## src/rtl/sounder_pn_tx.sv

```systemverilog
// PN-sequence transmit source: maximal-length LFSR (degree 7..16) clocked at a
// programmable chip rate. Each chip is BPSK-mapped to +/-amplitude on I and Q,
// and a one-cycle marker flags the first chip of every sequence period.
module sounder_pn_tx #(
  parameter int unsigned WIDTH = 14,
  parameter int unsigned DIV_W = 8
) (
  input  logic             clk_i,
  input  logic             rst_i,
  input  logic             ena_i,
  input  logic [4:0]       degree_i,
  input  logic [12:0]      amplitude_i,
  input  logic [DIV_W-1:0] chip_div_i,
  output logic [WIDTH-1:0] tx_i_o,
  output logic [WIDTH-1:0] tx_q_o,
  output logic             strobe_o,
  output logic             seq_start_o
);

  typedef enum logic {
    IDLE = 1'b0,
    RUN  = 1'b1
  } state_e;

  state_e           state_q, state_d;
  logic [4:0]       deg_q, deg_d;
  logic [12:0]      amp_q, amp_d;
  logic [DIV_W-1:0] div_q, div_d;
  logic [DIV_W-1:0] cnt_q, cnt_d;
  logic [15:0]      chip_q, chip_d;
  logic [15:0]      lfsr_q, lfsr_d;
  logic [WIDTH-1:0] tx_i_q, tx_i_d;
  logic [WIDTH-1:0] tx_q_q, tx_q_d;
  logic             strobe_q, strobe_d;
  logic             seq_q, seq_d;

  function automatic logic [4:0] clamp_deg(input logic [4:0] d);
    if (d < 5'd7)       return 5'd7;
    else if (d > 5'd16) return 5'd16;
    else                return d;
  endfunction

  // Low 'd' bits set: the all-ones LFSR seed for degree d.
  function automatic logic [15:0] ones_mask(input logic [4:0] d);
    logic [16:0] m;
    m = (17'd1 << d) - 17'd1;
    return m[15:0];
  endfunction

  // Index of the last chip of a period: 2^d - 2.
  function automatic logic [15:0] chip_last(input logic [4:0] d);
    logic [16:0] m;
    m = (17'd1 << d) - 17'd2;
    return m[15:0];
  endfunction

  // Fibonacci step toward bit 0. Stage t (1..d) counted from the input end
  // sits at bit d-t, so tap t reads bit d-t and the sum re-enters at bit d-1.
  function automatic logic [15:0] lfsr_next(input logic [15:0] s, input logic [4:0] d);
    logic fb;
    case (d)
      5'd8:    fb = s[0] ^ s[2] ^ s[3] ^ s[4];
      5'd9:    fb = s[0] ^ s[4];
      5'd10:   fb = s[0] ^ s[3];
      5'd11:   fb = s[0] ^ s[2];
      5'd12:   fb = s[0] ^ s[1] ^ s[2] ^ s[8];
      5'd13:   fb = s[0] ^ s[1] ^ s[2] ^ s[5];
      5'd14:   fb = s[0] ^ s[1] ^ s[2] ^ s[12];
      5'd15:   fb = s[0] ^ s[1];
      5'd16:   fb = s[0] ^ s[1] ^ s[3] ^ s[12];
      default: fb = s[0] ^ s[1];
    endcase
    return ((s >> 1) & ones_mask(d)) | (16'(fb) << (d - 5'd1));
  endfunction

  function automatic logic [WIDTH-1:0] chip_val(input logic b, input logic [12:0] a);
    logic [WIDTH-1:0] ext;
    ext = {{(WIDTH-13){1'b0}}, a};
    return b ? ext : (~ext + 1'b1);
  endfunction

  // State and datapath registers; reset clears outputs and seeds the LFSR.
  always_ff @(posedge clk_i or negedge rst_i) begin
    if (!rst_i) begin
      state_q  <= IDLE;
      deg_q    <= 5'd7;
      amp_q    <= '0;
      div_q    <= '0;
      cnt_q    <= '0;
      chip_q   <= '0;
      lfsr_q   <= '1;
      tx_i_q   <= '0;
      tx_q_q   <= '0;
      strobe_q <= 1'b0;
      seq_q    <= 1'b0;
    end else begin
      state_q  <= state_d;
      deg_q    <= deg_d;
      amp_q    <= amp_d;
      div_q    <= div_d;
      cnt_q    <= cnt_d;
      chip_q   <= chip_d;
      lfsr_q   <= lfsr_d;
      tx_i_q   <= tx_i_d;
      tx_q_q   <= tx_q_d;
      strobe_q <= strobe_d;
      seq_q    <= seq_d;
    end
  end

  // Next-state: enable handling, chip-rate divider, period tracking, mapping.
  always_comb begin
    state_d  = state_q;
    deg_d    = deg_q;
    amp_d    = amp_q;
    div_d    = div_q;
    cnt_d    = cnt_q;
    chip_d   = chip_q;
    lfsr_d   = lfsr_q;
    tx_i_d   = tx_i_q;
    tx_q_d   = tx_q_q;
    strobe_d = 1'b0;
    seq_d    = 1'b0;

    case (state_q)
      IDLE: begin
        if (ena_i) begin
          state_d = RUN;
          deg_d   = clamp_deg(degree_i);
          amp_d   = amplitude_i;
          div_d   = chip_div_i;
          cnt_d   = '0;
          chip_d  = '0;
          lfsr_d  = ones_mask(clamp_deg(degree_i));
        end
      end
      RUN: begin
        if (!ena_i) begin
          // Disable takes priority over a pending strobe.
          state_d = IDLE;
          cnt_d   = '0;
          chip_d  = '0;
          lfsr_d  = '1;
          tx_i_d  = '0;
          tx_q_d  = '0;
        end else if (cnt_q == div_q) begin
          cnt_d    = '0;
          strobe_d = 1'b1;
          // Chips are mapped from the pre-advance LFSR with the current amp_q.
          tx_i_d   = chip_val(lfsr_q[0], amp_q);
          tx_q_d   = chip_val(lfsr_q[1], amp_q);
          if (chip_q == '0) begin
            seq_d = 1'b1;
            deg_d = clamp_deg(degree_i);
            amp_d = amplitude_i;
            div_d = chip_div_i;
          end
          if (chip_q == chip_last(deg_q)) begin
            chip_d = '0;
            lfsr_d = ones_mask(deg_q);
          end else begin
            chip_d = chip_q + 16'd1;
            lfsr_d = lfsr_next(lfsr_q, deg_q);
          end
        end else begin
          cnt_d = cnt_q + 1'b1;
        end
      end
      default: state_d = IDLE;
    endcase
  end

  assign tx_i_o      = tx_i_q;
  assign tx_q_o      = tx_q_q;
  assign strobe_o    = strobe_q;
  assign seq_start_o = seq_q;

endmodule

```

## config.mk

```make
export PLATFORM = sky130hd
export DESIGN_NAME = sounder_pn_tx
export DESIGN_NICKNAME = d
export VERILOG_FILES = /design/src/rtl/sounder_pn_tx.sv
export SDC_FILE = /design/constraint.sdc
export NUM_CORES = 1
export LEC_CHECK = 0
export ABC_AREA = 1
export CAP_MARGIN = 20
export CORE_MARGIN = 3
export CORE_UTILIZATION = 40
export CTS_CLUSTER_SIZE = 25
export DETAILED_ROUTE_END_ITERATION = 6
export PLACE_DENSITY = 0.57
export SYNTH_ARGS = -nofsm -noshare
export SYNTH_HDL_FRONTEND = slang
export SYNTH_SLANG_ARGS = --single-unit
```

## constraint.sdc

```tcl
create_clock -name clk_i -period 7.8 [get_ports clk_i]
set_clock_uncertainty 0.2 [all_clocks]
set_input_delay 2.34 -clock clk_i [delete_from_list [all_inputs] [get_ports clk_i]]
set_output_delay 2.34 -clock clk_i [all_outputs]
set_load 0.02 [all_outputs]
```

==> run_results.csv, run 1 <==
group,metric,value,unit
floorplan,io_pins,59,
yosys,ys_ff_latch,96,
worst_hold_path,hold_path_class,"register to register",
timing,slew-limit-headroom,34.33,%
global_route,track_usage,21.39,%
floorplan,die_h,137.0,um
setup_path,arrival,5.10,ns
global_route,antenna_found_initial,0,
timing,fmax,196.1,MHz
layout,final_common_cell,"nand2_1",
clocking,root_buffer,"clkbuf_16",
timing,min_period,5.099,ns
power_and_ir_drop,power_frac_comb,31.5,%
power_and_ir_drop,p_int,0.0009625,W
global_route,grt_max_degree,56,
layout,area_delta_synth_final,14.83,%
power_and_ir_drop,power.switching,0.0005647,W
clocking,cts_tree,"done",
clocking,path_clk_slew,0.07,ns
drt,via_per_inst,5.177,
setup_path,worstPathRequired,7.80,ns
yosys,synth_async_sr_flop_share,100.0,%
power_and_ir_drop,p_leak,3.865,nW
timing,rsz0062_at_grt,"no",
place,finalWeightedCongestion,0.9231,
yosys,synthCells,975,
floorplan,die_area,18780,um^2
timing,worstMarginPinSlew,0.9827,ns
global_route,grt_pass1_vias,5985,
global_route,grt_pass1_wl,31.55,mm
power_and_ir_drop,power,0.001527,W
layout,diodes,0,
clocking,ctsHoldBuffers,0,
power_and_ir_drop,p_per_area,193.6,nW/um^2
timing,setup_viol,0,
clocking,cts_sinks,96,
setup_path,path_class,"input port to register",
place,dp_hpwl,14.44,mm
power_and_ir_drop,p_sw_share,36.98,%
power_and_ir_drop,power_frac_seq,39.3,%
place,portBuffers,58,
setup_path,path_max_fanout,31,
clocking,insertion_delay,0.36,ns
yosys,avgSynthCellArea,7.045,um^2
timing,maxSlewViolCount,0,
global_route,grt_util_met1,29.63,%
yosys,synth.area.top_cells,"dfrtp_1 (28%), nand2_1 (17%), dfstp_2 (7.3%)",
drt,vias,6440,
yosys,synth_top_cell_area_share,28.05,%
drt,drt-pass1-iter-count,6,
outcome,status,"finished, final reports clean",
layout,nFillCells,1690,
flow_run,drv_cap,0,
yosys,yosys.area.top_type,"dfrtp_1",
yosys,synth_edf_count,0,
timing,timing.setup.tns,0,ns
timing,finalCritPeriodShare,65.37,%
clocking,cts_buffer_depth,2,
place,dp_cells,1228,
yosys,syn_area,6869,um^2
yosys,synth.distinct_cells,44,
global_route,grt.met2_usage,34.14,%
global_route,use_met3,4.926,%
layout,fin_nets,1060,
global_route,grt_most_used_layer,"met2",
yosys,ys.flop_type,"dfrtp_1",
power_and_ir_drop,clkPwrFrac,29.2,%
setup_path,crit_path_end_kind,"register",
timing,hold_viol_final,0,
floorplan,core-area,16700,um^2
layout,drive_above_1_share,9.668,%
drt,wire_per_inst,15.48,um
clocking,cts_max_level,3,
clocking,cts_setup_buffers,0,
drt,drt-total-wl,19.26,mm
floorplan,die_width,137.0,um
yosys,ys_seq_area_share,35.32,%
floorplan,rows,47,
layout,mostFrequentLayoutCells,"nand2_1 (302), inv_1 (98), nor2_1 (84)",
global_route,grt-ovfl-total,0,
setup_path,cp-start-kind,"input port",
power_and_ir_drop,ir_drop,0.09939,mV
drt,drc,0,
yosys,yosys_warnings,0,
drt,drtIter0Drc,418,
clocking,cts_buffers,9,
drt,drt.antenna.violating_nets,0,
floorplan,start_util,41.13,%
clocking,ctsResizeCount,0,
layout,stdcell_count,1244,
worst max-delay path, stage by stage:
cell and delay [ns]:
clkdlybuf4s50_1 0.54, nand2_1 0.12, inv_1 0.54, nand2_1 0.34, nand2_1 0.12, buf_4 0.31, inv_1 0.38, nand2_1 0.19
xor2_1 0.16, a21oi_1 0.06
through the flow:
stage / hold WS (ns) / worst slack (ns) / instance area (um^2) / util, %
after floorplan: 0.2481 / 4.086 / 6873 / -
after global placement: 0.2563 / 2.405 / 7586 / 45.42
after detailed placement: 0.2582 / 2.336 / 7586 / 45.42
after CTS: 0.2674 / 2.712 / 7888 / 47.23
after global routing: 0.2947 / 2.390 / 7888 / 47.23
final: 0.2671 / 2.701 / 7888 / 47.23
cell type report:
class	instances	area, um^2	area share (%)
clock inverters	3	21.27	0.2697
well taps	220	275.3	3.490
inverters	107	409.1	5.187
repair buffers	62	608.1	7.709
multi-input cells	743	3867	49.03
clock buffers	13	280.3	3.553
flip-flops and latches	96	2426	30.76
power by group through the flow:
stage               Sequential [W]  Combinational, W  Clock, W
detailed placement        0.000610          0.000478         0
floorplan                 0.000583          0.000372         0
global route              0.000608          0.000547  0.000479
global placement          0.000610          0.000475         0
finish                    0.000600          0.000481  0.000446
CTS                       0.000601          0.000480  0.000461
routing by layer:
| layer | routed length, um | part of all wire [%] |
|---|---|---|
| met2 | 8699 | 45 |
| met3 | 1283 | 6.7 |
| met4 | 267 | 1.4 |
| met5 | 0 | 0 |
| met1 | 9007 | 47 |
final timing paths:
kind | startpoint | end | slack [ns] | depth (start not counted)
max | ena_i | chip_q[2] | 2.70 | 10
min | lfsr_q[9] | lfsr_q[9] | 0.27 | 2
max reg2reg | deg_q[0] | chip_q[12] | 3.98 | 15
min reg2reg | lfsr_q[9] | lfsr_q[9] | 0.27 | 2
max in group asynchronous | rst_i | tx_i_o[4] | 4.48 | 2
min in group asynchronous | rst_i | tx_q_o[7] | 1.78 | 1
sequential cells by signal (all words and copies together) (netlist names):
name	cells
div_q	8
tx_q_o	13
seq_start_o	1
chip_q	16
tx_i_o	14
strobe_o	1
deg_q	5
amp_q	13
cnt_q	8
lfsr_q	16
state_q	1
synth_stat cells (2+ instances only):
library cell	number
nand2_1	302
inv_1	98
nor2_1	84
nand3_1	83
dfrtp_1	77
o21ai_0	55
xor2_1	44
a21oi_1	34
dfstp_2	19
clkbuf_1	15
nand4_1	15
nor3_1	14
nand2_2	13
o22ai_1	13
ha_1	12
mux2_2	9
a32o_1	7
buf_2	7
nand2_4	7
nor2_2	7
buf_6	6
nor2_4	6
xnor2_1	6
nor4_1	5
inv_2	4
a31oi_1	3
inv_4	3
nor2_8	3
o211ai_1	3
o31ai_1	3
or2_2	3
clkinv_1	2
nand3b_1	2
cell families (layout without fill, tap and decap cells):
logic type                 Yosys count  in the layout  synth area share, %
xor gates and xnor gates            50             50                6.375
muxes                                9              9                1.475
AOI/OAI and AO/OA                  122            122                10.05
DFF                                 96             96                35.32
other                                1              2              0.05459
adders and majority gates           12             12                2.186
buffers and inverters              137            185                8.433
and+or+nand+nor                    548            548                36.10
Note: power is estimated with default switching activity, not from simulation.
==> run 2: changes to the inputs <==
- PLACE_DENSITY: 0.57 -> 0.59
- clock period: 7.8 -> 4.4 ns (I/O delays scaled with it)
==> run_results.csv, run 2 (synthesis gave the netlist of run 1 again) <==
group,metric,value,unit
timing,worstMarginPinSlew,0.9558,ns
floorplan,core-area,16700,um^2
timing,setup_viol,0,
power_and_ir_drop,p_leak,3.875,nW
global_route,grt_pass1_wl,31.43,mm
timing,maxSlewViolCount,0,
power_and_ir_drop,p_per_area,340.6,nW/um^2
setup_path,worstPathRequired,4.41,ns
drt,drt.antenna.violating_nets,0,
setup_path,path_max_fanout,35,
global_route,grt_max_degree,79,
floorplan,rows,47,
setup_path,path_class,"register to register",
setup_path,crit_path_end_kind,"register",
timing,hold_viol_final,0,
setup_path,startpoint,"deg_q[0]",
flow_run,drv_cap,0,
place,finalWeightedCongestion,0.9411,
global_route,track_usage,21.37,%
setup_path,crit_chain,"inv_1 -> ha_1 -> inv_1 -> nor2_4 -> nand2_2 -> ha_1 -> inv_1 -> nand2_1 -> nand2_1 -> nand2_1 -> nand2_1 -> nor2_1 -> nand2_1 -> nor2_1 -> nand3_1 -> nor2_2 -> nand4_4 -> nand4_1 -> o22ai_1",
drt,vias,6310,
timing,slew-limit-headroom,36.12,%
global_route,antenna_found_initial,0,
timing,rsz0062_at_grt,"no",
setup_path,critPathTopFamily,"simple AND/OR/NAND/NOR gates",
clocking,cts_max_level,3,
clocking,cts_setup_buffers,0,
worst_hold_path,hold_path_class,"register to register",
floorplan,die_h,137.0,um
setup_path,cp-start-kind,"register",
clocking,cts_buffers,9,
setup_path,worstSetupEndpoint,"chip_q[12]",
clocking,insertion_delay,0.36,ns
outcome,status,"finished, final reports clean",
clocking,ctsResizeCount,0,
clocking,cts_sinks,96,
clocking,path_clk_slew,0.07,ns
drt,wl_met2,8.655,mm
setup_path,r2r_start,"deg_q[0]",
drt,top_layer,"met4",
setup_path,cp_slowest_stage_delay,0.59,ns
floorplan,start_util,41.13,%
setup_path,arrival,3.71,ns
clocking,cts_buffer_depth,2,
drt,wl_met1,9.151,mm
timing,finalCritPeriodShare,83.97,%
global_route,grt-ovfl-total,0,
setup_path,cp.depth,19,
layout,fin_nets,1063,
layout,drive_above_1_share,9.932,%
timing,min_period,3.695,ns
drt,drt-total-wl,19.18,mm
drt,met3_length,1.069,mm
layout,final_common_cell,"nand2_1",
clocking,root_buffer,"clkbuf_16",
floorplan,die_area,18780,um^2
clocking,ctsHoldBuffers,0,
setup_path,r2r.worst_path.cells,19,
layout,stdcell_area,7914,um^2
drt,wire_per_inst,15.38,um
place,portBuffers,58,
layout,diodes,0,
drt,drc,0,
drt,drtIter0Drc,383,
timing,timing.setup.tns,0,ns
place,dp_hpwl,14.47,mm
setup_path,r2r_end,"chip_q[12]",
layout,area_delta_synth_final,15.21,%
power_and_ir_drop,ir_drop,0.2417,mV
timing,fmax,270.7,MHz
layout,utilization,47.39,%
floorplan,io_pins,59,
drt,drt-pass1-iter-count,5,
drt,via_per_inst,5.060,
setup_path,worst-path-buf-inv,3,
clocking,cts_tree,"done",
layout,mostFrequentLayoutCells,"nand2_1 (302), inv_1 (98), nor2_1 (84)",
setup_path,reg2reg_setup_slack,0.71,ns
global_route,grt_pass1_vias,6006,
place,dpl_cell_area,7601,um^2
floorplan,die_width,137.0,um
setup_path,cp_common_cell,"nand2_1",
setup_path,crit_path_top_delay_cell,"dfstp_2",
[run 2: cell count changes in the layout (fill, tap and decap cells not counted)]
cell	previous run	this run
buf_4	5	7
clkinvlp_4	1	2
clkbuf_8	4	0
inv_8	0	2
inv_6	1	2
buf_16	0	1
[run 2: cell type report]
cell class / count / area [um^2]
fillers: 1707 / 8787
multi-input cells: 743 / 3867
flip-flops and latches: 96 / 2426
repair buffers: 65 / 650.6
inverters: 107 / 409.1
well taps: 220 / 275.3
clock buffers: 9 / 225.2
clock inverters: 7 / 60.06
[run 2: report_power, final]
group	internal (W)	leakage [nW]	switching, W
sequential	0.000972	1.21	0.0000929
clock	0.000395	0.136	0.000382
combinational	0.000291	2.53	0.000563
[run 2: metal layers]
layer,GRT usage [%],vias up
li1,-,3234
met1,29.96,2913
met2,33.00,144
met3,5.368,19
met4,5.488,0
met5,0,-
[run 2: worst min-delay path by stage]
stage	startpoint	endpoint	slack (ns)	cells past startpoint
2_1_floorplan	lfsr_q[10]	lfsr_q[10]	0.25	2
3_3_place_gp	lfsr_q[15]	lfsr_q[15]	0.26	2
3_5_place_dp	lfsr_q[7]	lfsr_q[7]	0.26	2
4_1_cts	lfsr_q[7]	lfsr_q[7]	0.27	2
5_1_grt	lfsr_q[11]	lfsr_q[11]	0.30	2
6_report	lfsr_q[7]	lfsr_q[7]	0.27	2
[run 2: tightest hold or removal path, cell delays in order, from the launching register on]
cell and delay (ns):
dfstp_2 0.37, nand2_1 0.05, nand2_1 0.05
[run 2: stage by stage]
stage | instances | setup WS, ns | power, W | hold WS, ns
2_1_floorplan | 976 | 1.545 | 0.001693 | 0.2481
3_3_place_gp | 1230 | 0.7838 | 0.001928 | 0.2581
3_5_place_dp | 1230 | 0.6952 | 0.001931 | 0.2612
4_1_cts | 1246 | 0.6784 | 0.002721 | 0.2732
5_1_grt | 1247 | 0.2954 | 0.002880 | 0.2958
6_report | 1247 | 0.7053 | 0.002696 | 0.2695
==> run 3: changes to the inputs <==
- clock period: 4.4 -> 3.2 ns (I/O delays scaled with it)
==> run_results.csv, run 3 (synthesis gave the netlist of run 1 again) <==
group,metric,value,unit
timing,finalCritPeriodShare,95.27,%
global_route,grt_max_degree,42,
clocking,ctsHoldBuffers,0,
setup_path,r2r_start,"deg_q[1]",
setup_path,reg2reg_setup_slack,0.15,ns
setup_path,cp_slowest_stage_delay,0.54,ns
global_route,track_usage,22.07,%
worst_hold_path,whs_path_depth,2,
floorplan,die_width,137.0,um
layout,mostFrequentLayoutCells,"nand2_1 (297), inv_1 (97), nand3_1 (83)",
layout,seq_area,2426,um^2
floorplan,start_util,41.13,%
setup_path,crit_path_top_delay_cell,"dfstp_2",
clocking,cts_tree,"done",
power_and_ir_drop,power.switching,0.001472,W
clocking,cts_buffers,9,
timing,maxSlewViolCount,0,
worst_hold_path,hold_path_class,"register to register",
setup_path,r2r_end,"lfsr_q[7]",
timing,fmax,328.0,MHz
power_and_ir_drop,p_leak,4.139,nW
drt,drt-pass1-iter-count,5,
floorplan,io_pins,59,
setup_path,path_class,"register to register",
power_and_ir_drop,ir_drop,0.2539,mV
power_and_ir_drop,clkPwrFrac,29.2,%
power_and_ir_drop,power_frac_seq,36.7,%
place,dp_hpwl,15.29,mm
drt,drtIter0Drc,398,
clocking,cts_sinks,96,
drt,drc,0,
floorplan,die_h,137.0,um
setup_path,path_max_fanout,8,
setup_path,cp-start-kind,"register",
clocking,insertion_delay,0.36,ns
setup_path,crit_path_end_kind,"register",
layout,area_delta_synth_final,21.95,%
power_and_ir_drop,p_per_area,469.4,nW/um^2
setup_path,r2r.worst_path.cells,20,
outcome,status,"finished, final reports clean",
timing,hold_viol_final,0,
setup_path,crit_chain,"buf_4 -> ha_1 -> inv_1 -> nor2_4 -> buf_6 -> nand2_1 -> buf_4 -> nand2_1 -> nand2_1 -> inv_1 -> nand2_1 -> nand2_2 -> nand2_1 -> nor2_4 -> nand4_4 -> clkbuf_16 -> nand3_1 -> nand3_1 -> nand2_1 -> nand2_1",
setup_path,worstPathRequired,3.28,ns
layout,drive_above_1_share,14.42,%
floorplan,core-area,16700,um^2
timing,min_period,3.049,ns
power_and_ir_drop,p_sw_share,37.42,%
layout,nFillCells,1706,
place,finalWeightedCongestion,0.9734,
layout,diodes,0,
clocking,cts_buffer_depth,2,
floorplan,rows,47,
global_route,grt_pass1_wl,32.40,mm
place,pre_cts_slack,0.1067,ns
drt,wire_per_inst,15.84,um
power_and_ir_drop,p_int,0.002461,W
timing,timing.setup.tns,0,ns
drt,vias,6619,
clocking,root_buffer,"clkbuf_16",
place,portBuffers,58,
layout,final_common_cell,"nand2_1",
worst_hold_path,min_to,"lfsr_q[7]",
power_and_ir_drop,power_frac_comb,34.1,%
drt,via_per_inst,5.167,
layout,fin_nets,1097,
drt,drt-total-wl,20.29,mm
drt,drt.antenna.violating_nets,0,
setup_path,cp_common_cell,"nand2_1",
global_route,grt_pass1_vias,6191,
worst_hold_path,hp-start,"lfsr_q[7]",
timing,setup_ws,0.1514,ns
layout,multiInputGateArea,3975,um^2
global_route,antenna_found_initial,0,
global_route,grt-ovfl-total,0,
timing,setup_viol,0,
clocking,path_clk_slew,0.07,ns
timing,worstMarginPinSlew,0.5792,ns
floorplan,die_area,18780,um^2
timing,slew-limit-headroom,61.03,%
clocking,cts_max_level,3,
setup_path,arrival,3.13,ns
flow_run,drv_cap,0,
==> run 3: area by class of cell <==
class,count,share of cell area [%]
Clock buffer,11,2.898
Multi-Input combinational cell,743,47.45
Sequential cell,96,28.96
Clock inverter,5,0.8066
Inverter,107,4.914
Tap cell,220,3.286
Timing Repair Buffer,99,11.68
==> run 3: power by group through the flow <==
stage          clock [W]  combinational (W)  sequential [W]
2_1_floorplan          0           0.000908         0.00142
3_3_place_gp           0            0.00128         0.00146
3_5_place_dp           0            0.00128         0.00146
4_1_cts          0.00117            0.00129         0.00144
5_1_grt          0.00122            0.00150         0.00146
6_report         0.00115            0.00134         0.00144
==> run 3: worst max-delay path, delay by kind of cell (launching register included) <==
kind                       cells  cell delay [ns]
and+or+nand+nor               13             1.24
buffers and inverters          6             0.84
DFF                            1             0.54
adders and majority gates      1             0.16
==> run 3: per-layer routing <==
layer | vias up | routed length [um] | GRT usage (%)
met2 | 203 | 9079 | 33.60
li1 | 3322 | - | -
met3 | 38 | 1228 | 4.412
met1 | 3056 | 9473 | 31.37
met5 | - | 0 | 0
met4 | 0 | 509 | 7.373
==> run 3: how the worst max path moves through the flow <==
| stage | start | endpoint | slack [ns] | depth (start not counted) |
|---|---|---|---|---|
| 2_1_floorplan | deg_q[0] | lfsr_q[6] | 0.35 | 22 |
| 3_3_place_gp | deg_q[0] | chip_q[3] | 0.12 | 19 |
| 3_5_place_dp | deg_q[0] | chip_q[3] | 0.11 | 19 |
| 4_1_cts | deg_q[0] | chip_q[3] | 0.07 | 19 |
| 5_1_grt | deg_q[0] | chip_q[0] | -0.06 | 16 |
| 6_report | deg_q[1] | lfsr_q[7] | 0.15 | 20 |
==> run 3: timing repair <==
action,in CTS,in global routing
setup buffers,0,3
endpoints found under the setup margin,0,27
hold endpoints to repair,0,0
resized for setup,0,32
==> run 3: metrics by stage <==
stage	total power, W	instance area (um^2)	cells	hold WS [ns]	util [%]
after floorplan	0.002329	6873	976	0.2481	-
final	0.003932	8377	1281	0.2692	50.16
after detailed placement	0.002742	7869	1259	0.2627	47.12
after global placement	0.002740	7869	1259	0.2572	47.12
after CTS	0.003901	8179	1275	0.2702	48.97
after global routing	0.004180	8377	1281	0.2903	50.16
